[src/rtl/legv8_pkg.sv]
// -----------------------------------------------------------------------------
// legv8_pkg
// Purpose : LEGv8 opcode constants and the source-register selector used by the
//           IF/ID load-use hazard logic.
// Contents: OP_* opcode fields, XZR register index, default counter width,
//           src_sel_e and decode_src() (which source fields an instruction reads).
// -----------------------------------------------------------------------------
package legv8_pkg;

   // 11-bit opcode field, instruction bits [31:21]
   localparam logic [10:0] OP_ADD  = 11'h458;
   localparam logic [10:0] OP_SUB  = 11'h658;
   localparam logic [10:0] OP_AND  = 11'h450;
   localparam logic [10:0] OP_ORR  = 11'h550;
   localparam logic [10:0] OP_LDUR = 11'h7C2;
   localparam logic [10:0] OP_STUR = 11'h7C0;
   // Short opcode fields: CBZ in [31:24], B in [31:26]
   localparam logic [7:0]  OP_CBZ8 = 8'hB4;
   localparam logic [5:0]  OP_B6   = 6'h05;

   localparam logic [4:0]  XZR = 5'd31;

   localparam int unsigned CNT_W_DEFAULT = 16;

   typedef enum logic [2:0] {
      SrcNone,
      SrcRn,
      SrcRt,
      SrcRnRm,
      SrcRnRt
   } src_sel_e;

   // LDUR, I-type and unrecognised opcodes all fall through to "reads Rn".
   function automatic src_sel_e decode_src(input logic [31:0] instr);
      src_sel_e sel;
      sel = SrcRn;
      if (instr[31:26] == OP_B6) begin
         sel = SrcNone;
      end else if (instr[31:24] == OP_CBZ8) begin
         sel = SrcRt;
      end else if (instr[31:21] == OP_ADD || instr[31:21] == OP_SUB ||
                   instr[31:21] == OP_AND || instr[31:21] == OP_ORR) begin
         sel = SrcRnRm;
      end else if (instr[31:21] == OP_STUR) begin
         sel = SrcRnRt;
      end
      return sel;
   endfunction

endpackage

[src/rtl/hazard_detect.sv]
// -----------------------------------------------------------------------------
// hazard_detect
// Purpose : Combinational load-use detector. Decodes which registers the ID
//           instruction reads and compares them with the load destination in EX.
// Ports   : i_instr          instruction currently in IF/ID
//           i_valid          IF/ID holds a live instruction
//           i_idex_memread   instruction in EX is a load
//           i_idex_write_reg destination register of the instruction in EX
//           o_hazard         load-use hazard present (before branch override)
// -----------------------------------------------------------------------------
module hazard_detect
   import legv8_pkg::*;
(
   input  logic [31:0] i_instr,
   input  logic        i_valid,
   input  logic        i_idex_memread,
   input  logic [4:0]  i_idex_write_reg,
   output logic        o_hazard
);

   src_sel_e w_sel;
   logic     w_rn_hit;
   logic     w_rm_hit;
   logic     w_rt_hit;
   logic     w_match;

   // Shamt / immediate bits never name a register.
   logic     w_unused_instr;
   assign w_unused_instr = ^i_instr[15:10];

   assign w_sel    = decode_src(i_instr);
   assign w_rn_hit = (i_instr[9:5]   == i_idex_write_reg);
   assign w_rm_hit = (i_instr[20:16] == i_idex_write_reg);
   assign w_rt_hit = (i_instr[4:0]   == i_idex_write_reg);

   always_comb begin
      w_match = 1'b0;
      unique case (w_sel)
         SrcNone: w_match = 1'b0;
         SrcRn:   w_match = w_rn_hit;
         SrcRt:   w_match = w_rt_hit;
         SrcRnRm: w_match = w_rn_hit | w_rm_hit;
         SrcRnRt: w_match = w_rn_hit | w_rt_hit;
         default: w_match = w_rn_hit;
      endcase
   end

   // XZR reads as zero, so a load "into" X31 never feeds anything.
   assign o_hazard = i_valid & i_idex_memread & (i_idex_write_reg != XZR) & w_match;

endmodule

[src/rtl/if_id_hazard.sv]
// -----------------------------------------------------------------------------
// if_id_hazard
// Purpose : IF/ID pipeline register with load-use stall, branch flush, ID/EX
//           bubble request and saturating stall/flush performance counters.
// Ports   : clock, reset_n       clock / async active-low reset
//           pc_in, instruction_in, fetch_valid    fetch-side inputs
//           idex_memread, idex_write_reg          load info from ID/EX
//           branch_taken        flush request
//           pc_out, instruction_out, valid_out    registered IF/ID contents
//           pc_write            PC update enable (0 while stalling)
//           ctrl_bubble         zero the control signals entering ID/EX
//           stall_count, flush_count              saturating event counters
// -----------------------------------------------------------------------------
module if_id_hazard
   import legv8_pkg::*;
#(
   parameter int unsigned PC_W    = 64,
   parameter int unsigned INSTR_W = 32,  // decode assumes 32; do not change
   parameter int unsigned CNT_W   = CNT_W_DEFAULT
) (
   input  logic               clock,
   input  logic               reset_n,
   input  logic [PC_W-1:0]    pc_in,
   input  logic [INSTR_W-1:0] instruction_in,
   input  logic               fetch_valid,
   input  logic               idex_memread,
   input  logic [4:0]         idex_write_reg,
   input  logic               branch_taken,
   output logic [PC_W-1:0]    pc_out,
   output logic [INSTR_W-1:0] instruction_out,
   output logic               valid_out,
   output logic               pc_write,
   output logic               ctrl_bubble,
   output logic [CNT_W-1:0]   stall_count,
   output logic [CNT_W-1:0]   flush_count
);

   logic [PC_W-1:0]    r_pc;
   logic [INSTR_W-1:0] r_instr;
   logic               r_valid;
   logic [CNT_W-1:0]   r_stall_cnt;
   logic [CNT_W-1:0]   r_flush_cnt;

   logic [PC_W-1:0]    w_pc_nxt;
   logic [INSTR_W-1:0] w_instr_nxt;
   logic               w_valid_nxt;
   logic [CNT_W-1:0]   w_stall_cnt_nxt;
   logic [CNT_W-1:0]   w_flush_cnt_nxt;

   logic               w_hazard;
   logic               w_hazard_stall;

   hazard_detect u_hazard_detect (
      .i_instr          (r_instr),
      .i_valid          (r_valid),
      .i_idex_memread   (idex_memread),
      .i_idex_write_reg (idex_write_reg),
      .o_hazard         (w_hazard)
   );

   // A taken branch discards the ID instruction, so its hazard is moot.
   assign w_hazard_stall = w_hazard & ~branch_taken;
   assign pc_write       = ~w_hazard_stall;
   assign ctrl_bubble    = w_hazard_stall | branch_taken | ~r_valid;

   always_comb begin
      w_pc_nxt        = r_pc;
      w_instr_nxt     = r_instr;
      w_valid_nxt     = r_valid;
      w_stall_cnt_nxt = r_stall_cnt;
      w_flush_cnt_nxt = r_flush_cnt;
      if (branch_taken) begin
         w_valid_nxt = 1'b0;
         w_instr_nxt = '0;
         if (r_flush_cnt != '1) begin
            w_flush_cnt_nxt = r_flush_cnt + CNT_W'(1);
         end
      end else if (w_hazard_stall) begin
         // Hold IF/ID; the bubble clears idex_memread so this lasts one cycle.
         if (r_stall_cnt != '1) begin
            w_stall_cnt_nxt = r_stall_cnt + CNT_W'(1);
         end
      end else begin
         w_pc_nxt    = pc_in;
         w_instr_nxt = instruction_in;
         w_valid_nxt = fetch_valid;
      end
   end

   always_ff @(posedge clock or negedge reset_n) begin
      if (!reset_n) begin
         r_pc        <= '0;
         r_instr     <= '0;
         r_valid     <= 1'b0;
         r_stall_cnt <= '0;
         r_flush_cnt <= '0;
      end else begin
         r_pc        <= w_pc_nxt;
         r_instr     <= w_instr_nxt;
         r_valid     <= w_valid_nxt;
         r_stall_cnt <= w_stall_cnt_nxt;
         r_flush_cnt <= w_flush_cnt_nxt;
      end
   end

   assign pc_out          = r_pc;
   assign instruction_out = r_instr;
   assign valid_out       = r_valid;
   assign stall_count     = r_stall_cnt;
   assign flush_count     = r_flush_cnt;

endmodule
[config.mk]
export PLATFORM = sky130hd
export DESIGN_NAME = if_id_hazard
export DESIGN_NICKNAME = d
export VERILOG_FILES = /design/src/rtl/legv8_pkg.sv /design/src/rtl/hazard_detect.sv /design/src/rtl/if_id_hazard.sv
export SDC_FILE = /design/constraint.sdc
export NUM_CORES = 1
export LEC_CHECK = 0
export CORE_ASPECT_RATIO = 0.75
export CORE_MARGIN = 2
export CORE_UTILIZATION = 43
export DETAILED_ROUTE_END_ITERATION = 8
export PLACE_DENSITY = 0.8
export SLEW_MARGIN = 20
export SYNTH_ARGS = -nofsm -noshare
export SYNTH_HDL_FRONTEND = slang
export SYNTH_HIERARCHICAL = 1
export SYNTH_SLANG_ARGS = --single-unit
export TNS_END_PERCENT = 1
[constraint.sdc]
create_clock -name clock -period 3.4 [get_ports clock]
set_input_delay 0.68 -clock clock [delete_from_list [all_inputs] [get_ports clock]]
set_output_delay 0.68 -clock clock [all_outputs]
set_load 0.02 [all_outputs]
==> metrics.md, run 1 <==
| Metric | Value |
|---|---|
| Status | `complete, no violations` |
| Grt total ovfl | `0` |
| Die area | `about 14000 µm²` |
| Vias in the first global route | `~4500` |
| R2R cell count | `12` |
| Top cell type by total area after synthesis | `dfrtp_1` |
| Ys async rst share | `1.00` |
| Global-route wire length before repair | `approximately 23000 µm` |
| Worst reg-to-reg setup slack | `0.46 ns` |
| Drt drc | `0` |
| GP Congestion | `a little over 0.8` |
| # port buffers | `between 200 and 250` |
| Peak VDD IR | `about 0.47 mV` |
| Detail Placement HPWL | `about 11000 µm` |
| CP Class | `in2out` |
| Cell area after placement | `about 8100 µm²` |
| Inserted Clock Buffers | `17` |
| Seq/Total Area, Yosys | `0.587` |
| Largest net degree at the start of global routing | `67` |
| Setup_tns | `0 ns` |
| Reg-to-Reg End | `stall_count[5]$_DFFE_PN0P_` |
| Setup crit start kind | `primary input` |
| Required time worst endpoint | `2.72 ns` |
| Skew final | `0.00549 ns` |
| Worst EP arrival | `about 2.6 ns` |
| Yosys top cell area share | `0.587` |
| Post-Synthesis Cell Area | `roughly 5500 µm²` |
| Die Width | `around 130 µm` |
| Clock slew at reported path FFs | `0.05 ns` |
| Met3 GRT Util | `0.0992` |
| Pre-CTS worst setup slack | `-0.253 ns` |
| H-tree depth | `4` |
| # diodes | `0` |
| Worst slew margin | `0.433` |
| Routed Antenna Nets | `0` |
| Yosys reg bits | `~130` |
| Final Cycle Share | `0.954` |
| # IOs | `around 240` |
| Post-synth net total | `524` |
| Maximum buffer depth of the clock tree | `2` |
| CTS hold repair buffers | `0` |
| Clock Tree Root | `clkbuf_16` |
| Clk sinks | `approximately 130` |
| Maximum clock rate | `approximately 0.31 GHz` |
| Area grow syn2layout | `59.6%` |
| Routed len/inst | `about 17 µm` |
| Synth Flop Type | `dfrtp_1` |
| Core region area | `roughly 12000 µm²` |
| Final net count | `between 700 and 800` |
| DR pass1 iterations | `4` |
| Max-cap viol count | `0` |
| GRT Overall Usage | `0.220` |
| M1 GR Usage | `0.258` |
| Min Tclk post-route | `approximately 3.2 ns` |
| Grt peak-use layer | `met2` |
| Wirelength, routed | `14800 µm` |
| PwrDens | `534 nW/µm²` |
| Pleak | `3.70 nW` |
| Die height | `roughly 100 µm` |
| Area contributors post-synth | `dfrtp_1, mux2_2, mux2i_1, xor2_1, xnor2_1` |
| CP Capture Type | `primary output` |
| Clk_lat worst skew | `0.40 ns` |
| CTS tree | `done` |
| Fillers | `slightly below 900` |
| Finish-stage setup viols | `0` |
| Hold Vio Cnt, Final | `0` |
| RSZ-0062 raised after global routing | `false` |
| Post-synthesis cell count | `roughly 420` |
| Worst-margin pin slew | `0.850 ns` |
| Share of post-route cells with drive strength above 1 | `0.186` |
| CP max FO | `4` |
| M2 GR Usage | `0.363` |
| Cell row count | `35` |
| DR vias/cell | `approximately 5.0` |
| Total vias in the final route | `about 4300` |
| Final worst slack | `0.155 ns` |
| Final instance area | `between 8000 and 9000 µm²` |
| Slew Viols, Final | `0` |
| Worst Hold Class | `in2async` |
| Distinct cells, synth | `42` |
| Syn Area/Cell | `approximately 13 µm²` |
| Yosys Warn Count | `6` |
| Sequential Area | `3230 µm²` |
| Initial antenna violation count | `0` |
| Reg-to-Reg Start | `instruction_out[22]$_DFFE_PN0P_` |
| Min Hold Slack | `between 0.3 and 0.4 ns` |
| DRT iter0 DRCs | `200` |
| Initial Util | `0.444` |
| Number of flops mapped to enable cells by yosys | `0` |
| Multi-input gate area | `about 2200 µm²` |
## how the worst max path moves through the flow
stage                                         start     endpoint  slack (ns)
floorplan           instruction_out[22]$_DFFE_PN0P_  ctrl_bubble        0.46
global placement                  idex_write_reg[0]     pc_write       -0.21
detailed placement                idex_write_reg[0]     pc_write       -0.25
CTS                               idex_write_reg[4]     pc_write        0.03
global route                      idex_write_reg[1]  ctrl_bubble        0.05
finish                            idex_write_reg[2]  ctrl_bubble        0.15
## worst max-delay path, cell delays in order
cell and delay (ns):
clkdlybuf4s50_1 0.48, buf_4 0.17, xnor2_1 0.15, nand3_1 0.12
a31oi_1 0.22, o211a_2 0.29, nor2_4 0.05, nand2_1 0.07
dlygate4sd2_1 0.34
## per-stage QoR
| step | total power [mW] | util | instances |
|---|---|---|---|
| finish | 4.68 | 0.708 | 848 |
| global route | 4.88 | 0.708 | 848 |
| CTS | 4.74 | 0.708 | 847 |
| detailed placement | 2.69 | 0.655 | 816 |
| global placement | 2.66 | 0.655 | 816 |
| floorplan | 2.17 | - | 416 |
## flip-flops by register name, summed over array words and instances (netlist names)
name	count
valid_out	1
instruction_out	32
flush_count	16
stall_count	16
pc_out	64
## synth_stat cells, types with 2 or more instances
cell type / number
a21oi_1: 2
mux2i_1: 34
o41ai_2: 2
nor2b_1: 2
mux2_2: 66
xnor2_1: 18
a31oi_1: 2
buf_2: 9
nand4_1: 8
buf_1: 2
nand3_1: 19
ha_1: 2
nand2_1: 13
xor2_1: 22
and3_1: 8
nor2_1: 40
clkbuf_1: 4
nor3_1: 7
mux2_1: 2
nor3_2: 2
nor4_1: 3
dfrtp_1: 129
## placed cells by master (no fill, tap or decap), types with 3 or more instances in the layout
| cell | n |
|---|---|
| mux2i_1 | 34 |
| xnor2_1 | 18 |
| clkdlybuf4s50_1 | 231 |
| nor2_1 | 39 |
| mux2_2 | 66 |
| nand4_1 | 8 |
| nand3_1 | 19 |
| xor2_1 | 22 |
| nor4_1 | 3 |
| buf_4 | 14 |
| bufinv_16 | 6 |
| and3_1 | 8 |
| nand2_1 | 13 |
| clkinv_2 | 3 |
| clkbuf_16 | 17 |
| dfrtp_1 | 129 |
| nor3_1 | 7 |
## report_power, final
part	internal, mW	switching [mW]
clock network	1.39	0.645
registers	1.67	0.110
logic	0.470	0.399
## per-layer routing
metal | part of all wire | routed length [µm] | vias to the layer above
met5 | 0 | 0 | -
li1 | - | - | 1971
met2 | 0.49 | 7170 | 179
met1 | 0.40 | 5920 | 2101
met4 | 0.017 | 255 | 0
met3 | 0.097 | 1430 | 17
## timing repair
item | 4_1_cts | 5_1_grt
pin swaps | 1 | 2
setup buffers | 0 | 1
resized for setup | 4 | 3
setup endpoints to repair | 2 | 1
## logic make-up after synthesis
| kind of cell | share of synthesized area |
|---|---|
| compound gates | 0.0173 |
| xor+xnor | 0.0637 |
| fa+ha+maj | 0.00455 |
| buf+inv | 0.0136 |
| flops | 0.587 |
| mux | 0.204 |
| simple gates | 0.110 |
## cell type report
type / instances / area share
clock inverter: 11 / 0.0239
sequential: 129 / 0.368
tap: 166 / 0.0237
clock buffer: 20 / 0.0509
multi-input combinational: 270 / 0.251
timing repair buffer: 250 / 0.282
inverter: 2 / 0.000855
(Power assumes the default switching activity.)
==> inputs of run 2 (changes only) <==
--- a/config.mk
+++ b/config.mk
@@ -8,11 +8,11 @@
 export CORE_ASPECT_RATIO = 0.75
 export CORE_MARGIN = 2
 export CORE_UTILIZATION = 43
+export CTS_CLUSTER_SIZE = 30
 export DETAILED_ROUTE_END_ITERATION = 8
 export PLACE_DENSITY = 0.8
-export SLEW_MARGIN = 20
+export SLEW_MARGIN = 40
 export SYNTH_ARGS = -nofsm -noshare
 export SYNTH_HDL_FRONTEND = slang
-export SYNTH_HIERARCHICAL = 1
 export SYNTH_SLANG_ARGS = --single-unit
 export TNS_END_PERCENT = 1
==> run 2 against run 1 <==
Design area grew 1.3%; clock skew grew 0.0011 ns; sequential power is essentially flat; critical endpoint unchanged; highest routed layer unchanged; core utilization shrank 2.1 points; via count grew 11%; non-clock buffer count grew 2.
==> metrics.md, run 2 <==
| Metric | Value |
|---|---|
| CP Class | `reg2out` |
| Hold Vio Cnt, Final | `0 (unchanged)` |
| Worst-margin pin slew | `0.805 ns (-0.0450 ns)` |
| Final Util | `0.688 (-0.0207)` |
| Inserted Clock Buffers | `17 (unchanged)` |
| Cell row count | `36 (+2.9%)` |
| Distinct cells, synth | `39 (-7.1%)` |
| M1 GR Usage | `0.313 (+0.0543)` |
| Global-route wire length before repair | `25900 µm (+12%)` |
| DRT iter0 DRCs | `221 (+11%)` |
| # IOs | `237 (unchanged)` |
| Worst Hold Class | `in2async` |
| Die Width | `137 µm (+1.5%)` |
| Largest net degree at the start of global routing | `66 (-1.5%)` |
| M2 GR Usage | `0.366 (+0.00268)` |
| CTS tree | `done` |
| Clk sinks | `129 (unchanged)` |
| Setup crit start kind | `flop` |
| Largest register FFs | `64 (unchanged)` |
| Worst path slowest cell | `dfrtp_1` |
| Worst EP arrival | `2.56 ns (about the same)` |
| Finish-stage setup viols | `0 (unchanged)` |
| Final non-filler cell total | `905 (+6.7%)` |
| Routed Antenna Nets | `0 (unchanged)` |
| CP max stage delay | `0.44 ns (-0.04 ns)` |
| Vias in the first global route | `4858 (+8.0%)` |
| Ys async rst share | `1.00 (unchanged)` |
| Maximum clock rate | `0.309 GHz (+0.11%)` |
| Worst slew margin | `0.463 (+0.0300)` |
| Post-Synthesis Cell Area | `5680 µm² (+3.2%)` |
| GP Congestion | `0.909 (+13%)` |
| Met3 GRT Util | `0.0651 (-0.0341)` |
| Clock slew at reported path FFs | `0.06 ns (about the same)` |
| Die area | `14100 µm² (+3.1%)` |
| Combinational power share | `0.185 (about the same)` |
| Critical path cell sequence | `nor3b_1 -> and4_1 -> and3b_1 -> o31a_2 -> a21oi_4 -> nand2_1 -> dlygate4sd2_1` |
| PwrDens | `511 nW/µm² (-4.2%)` |
| Postcts setup bufs | `0 (unchanged)` |
| Share of post-route cells with drive strength above 1 | `0.106 (-0.0799)` |
| Power Total | `4.54 mW (-3.0%)` |
| # diodes | `0 (unchanged)` |
| Initial Util | `0.439 (-0.00470)` |
| Post-synth net total | `589 (+12%)` |
| Drt drc | `0 (unchanged)` |
| Routed len/inst | `17.8 µm (+2.2%)` |
| Final Cycle Share | `0.953 (-0.00107)` |
| Detail Placement HPWL | `11700 µm (+8.4%)` |
| Grt peak-use layer | `met2` |
| Wirelength, routed | `16100 µm (+9.1%)` |
| CP top delay family | `simple AND/OR/NAND/NOR gates` |
| Yosys Warn Count | `0 (-6)` |
| Synth cell count leaders | `dfrtp_1, mux2_1, nand3_1, a21oi_1, xnor2_1` |
| # port buffers | `236 (unchanged)` |
| CTS hold repair buffers | `0 (unchanged)` |
| Seq pwr share | `0.392 (+0.011)` |
| Post-synthesis cell count | `481 (+16%)` |
| Area contributors post-synth | `dfrtp_1, mux2_1, nand3_1, mux2_2, xnor2_1` |
| Die height | `104 µm (+1.5%)` |
| Peak VDD IR | `0.601 mV (+27%)` |
| Core region area | `12900 µm² (+4.3%)` |
| Grt total ovfl | `0 (unchanged)` |
| Worst reg-to-reg setup slack | `0.43 ns (-0.03 ns)` |
| Skew final | `0.00659 ns (+0.00110 ns)` |
| Worst Setup SP | `instruction_out[30]$_DFFE_PN0P_` |
| DR vias/cell | `5.23 (+3.8%)` |
| Buffers and inverters on the worst path | `1 (-2)` |
| DR pass1 iterations | `5 (+1)` |
| P_int | `3.36 mW (-4.8%)` |
| CP max FO | `5 (+1)` |
| GRT Overall Usage | `0.236 (+0.0160)` |
| Synth Flop Type | `dfrtp_1` |
| R2R cell count | `7 (-5)` |
| Dpl cells | `873 (+7.0%)` |
| CP Capture Type | `primary output` |
| Most frequent cells in the layout | `clkdlybuf4s50_1, dfrtp_1, mux2_1` |
| RSZ-0062 raised after global routing | `false` |
| Crit path to | `ctrl_bubble` |
| Status | `complete, no violations` |
| Reg-to-Reg Start | `instruction_out[30]$_DFFE_PN0P_` |
| Clk network pwr share | `0.423 (-0.011)` |
| Syn Area/Cell | `11.8 µm² (-11%)` |
| Max-cap viol count | `0 (unchanged)` |
| Top cell type by total area after synthesis | `dfrtp_1` |
| Psw | `1.18 mW (+2.6%)` |
| Clock Tree Root | `clkbuf_16` |
| H-tree depth | `4 (unchanged)` |
| Critical path depth in cells | `7 (-2)` |
| Reg-to-Reg End | `pc_out[5]$_DFFE_PN0P_` |
| Maximum buffer depth of the clock tree | `2 (unchanged)` |
| Most frequent cell after synthesis | `dfrtp_1` |
| Total vias in the final route | `4729 (+11%)` |
| Number of flops mapped to enable cells by yosys | `0 (unchanged)` |
| Required time worst endpoint | `2.72 ns (about the same)` |
| Yosys top cell area share | `0.569 (-0.0182)` |
| Area grow syn2layout | `56.6%` |
| Yosys reg bits | `129 (unchanged)` |
| Most common cell after layout, fill and taps aside | `clkdlybuf4s50_1` |
| Initial antenna violation count | `0 (unchanged)` |
| Seq/Total Area, Yosys | `0.569 (-0.0182)` |
| Clk_lat worst skew | `0.41 ns (about the same)` |
| Pleak | `3.64 nW (-1.6%)` |
| Min Tclk post-route | `3.24 ns (-0.00363 ns)` |
| Slew Viols, Final | `0 (unchanged)` |
| Sw frac | `0.260 (+0.0141)` |
| Min Hold Slack | `0.251 ns (-0.135 ns)` |
| Final net count | `829 (+6.6%)` |
| Setup_tns | `0 ns (unchanged)` |
-- run 2: changes by cell type after synthesis, moves of 8 or more --
cell and delta:
a21oi_1 +32, nand4_1 +8, nor2_1 -29, clkbuf_1 +12, mux2_2 -47, mux2_1 +47
mux2i_1 -34, o21ai_1 +11, nand3_1 +28, o21ai_0 +20
-- run 2: worst register-to-register path, stage by stage, from the launching register on --
cell,delay (ns)
dfrtp_1,0.44
nor3b_1,0.28
and4_1,0.27
and3b_1,0.22
o31a_2,0.39
a21oi_4,0.16
buf_4,0.64
mux2_2,0.46
-- run 2: layout make-up --
cell class	count	area, µm²
clock buffer	19	443
clock inverter	13	186
fill	921	4040
inverter	4	15.0
multi-input combinational	317	2310
sequential	129	3230
tap	171	214
timing repair buffer	252	2490
-- run 2: how the worst min path moves through the flow --
stage                            from                         endpoint  slack [ns]
5_1_grt                       reset_n   instruction_out[2]$_DFFE_PN0P_        0.30
3_3_place_gp   pc_out[53]$_DFFE_PN0P_           pc_out[53]$_DFFE_PN0P_        0.47
4_1_cts                       reset_n  instruction_out[11]$_DFFE_PN0P_        0.40
2_1_floorplan                 reset_n       flush_count[0]$_DFFE_PN0P_        0.38
3_5_place_dp   pc_out[32]$_DFFE_PN0P_           pc_out[32]$_DFFE_PN0P_        0.48
6_report                      reset_n  instruction_out[18]$_DFFE_PN0P_        0.25
-- run 2: metal layers --
layer	wire [µm]	part of all wire	up-vias
li1	-	-	2200
met1	6820	0.42	2284
met2	7740	0.48	213
met3	1120	0.069	32
met4	427	0.027	0
met5	0	0	-
-- run 2: power groups by stage --
stage | Combinational, mW | Sequential (mW) | Clock (mW)
after floorplan | 0.199 | 1.95 | 0
after global placement | 0.832 | 1.79 | 0
after detailed placement | 0.848 | 1.81 | 0
after CTS | 0.854 | 1.78 | 1.95
after global routing | 0.906 | 1.80 | 2.04
final | 0.843 | 1.78 | 1.92
-- run 2: cells by family (layout without fill, tap and decap cells) --
group                      after synthesis  in the layout  share of synthesized area
DFF                                    129            129                      0.569
buffers and inverters                   35            288                     0.0309
and+or+nand+nor                        132            132                      0.127
muxes                                   68             68                      0.135
adders and majority gates                2              2                    0.00441
xor gates and xnor gates                42             42                     0.0648
AOI/OAI and AO/OA                       73             73                     0.0692
-- run 2: per-stage QoR --
| stage | worst slack, ns | instance area [µm²] |
|---|---|---|
| 2_1_floorplan | 0.680 | 5680 |
| 3_3_place_gp | -0.121 | 8240 |
| 3_5_place_dp | -0.244 | 8240 |
| 4_1_cts | -0.00428 | 8880 |
| 5_1_grt | 0.0514 | 8890 |
| 6_report | 0.159 | 8890 |
-- run 2: repair_timing --
action | in CTS | in global routing
gates resized for setup | 6 | 3
endpoints found under the setup margin | 2 | 1
pin swaps | 0 | 2
cloned | 0 | 0
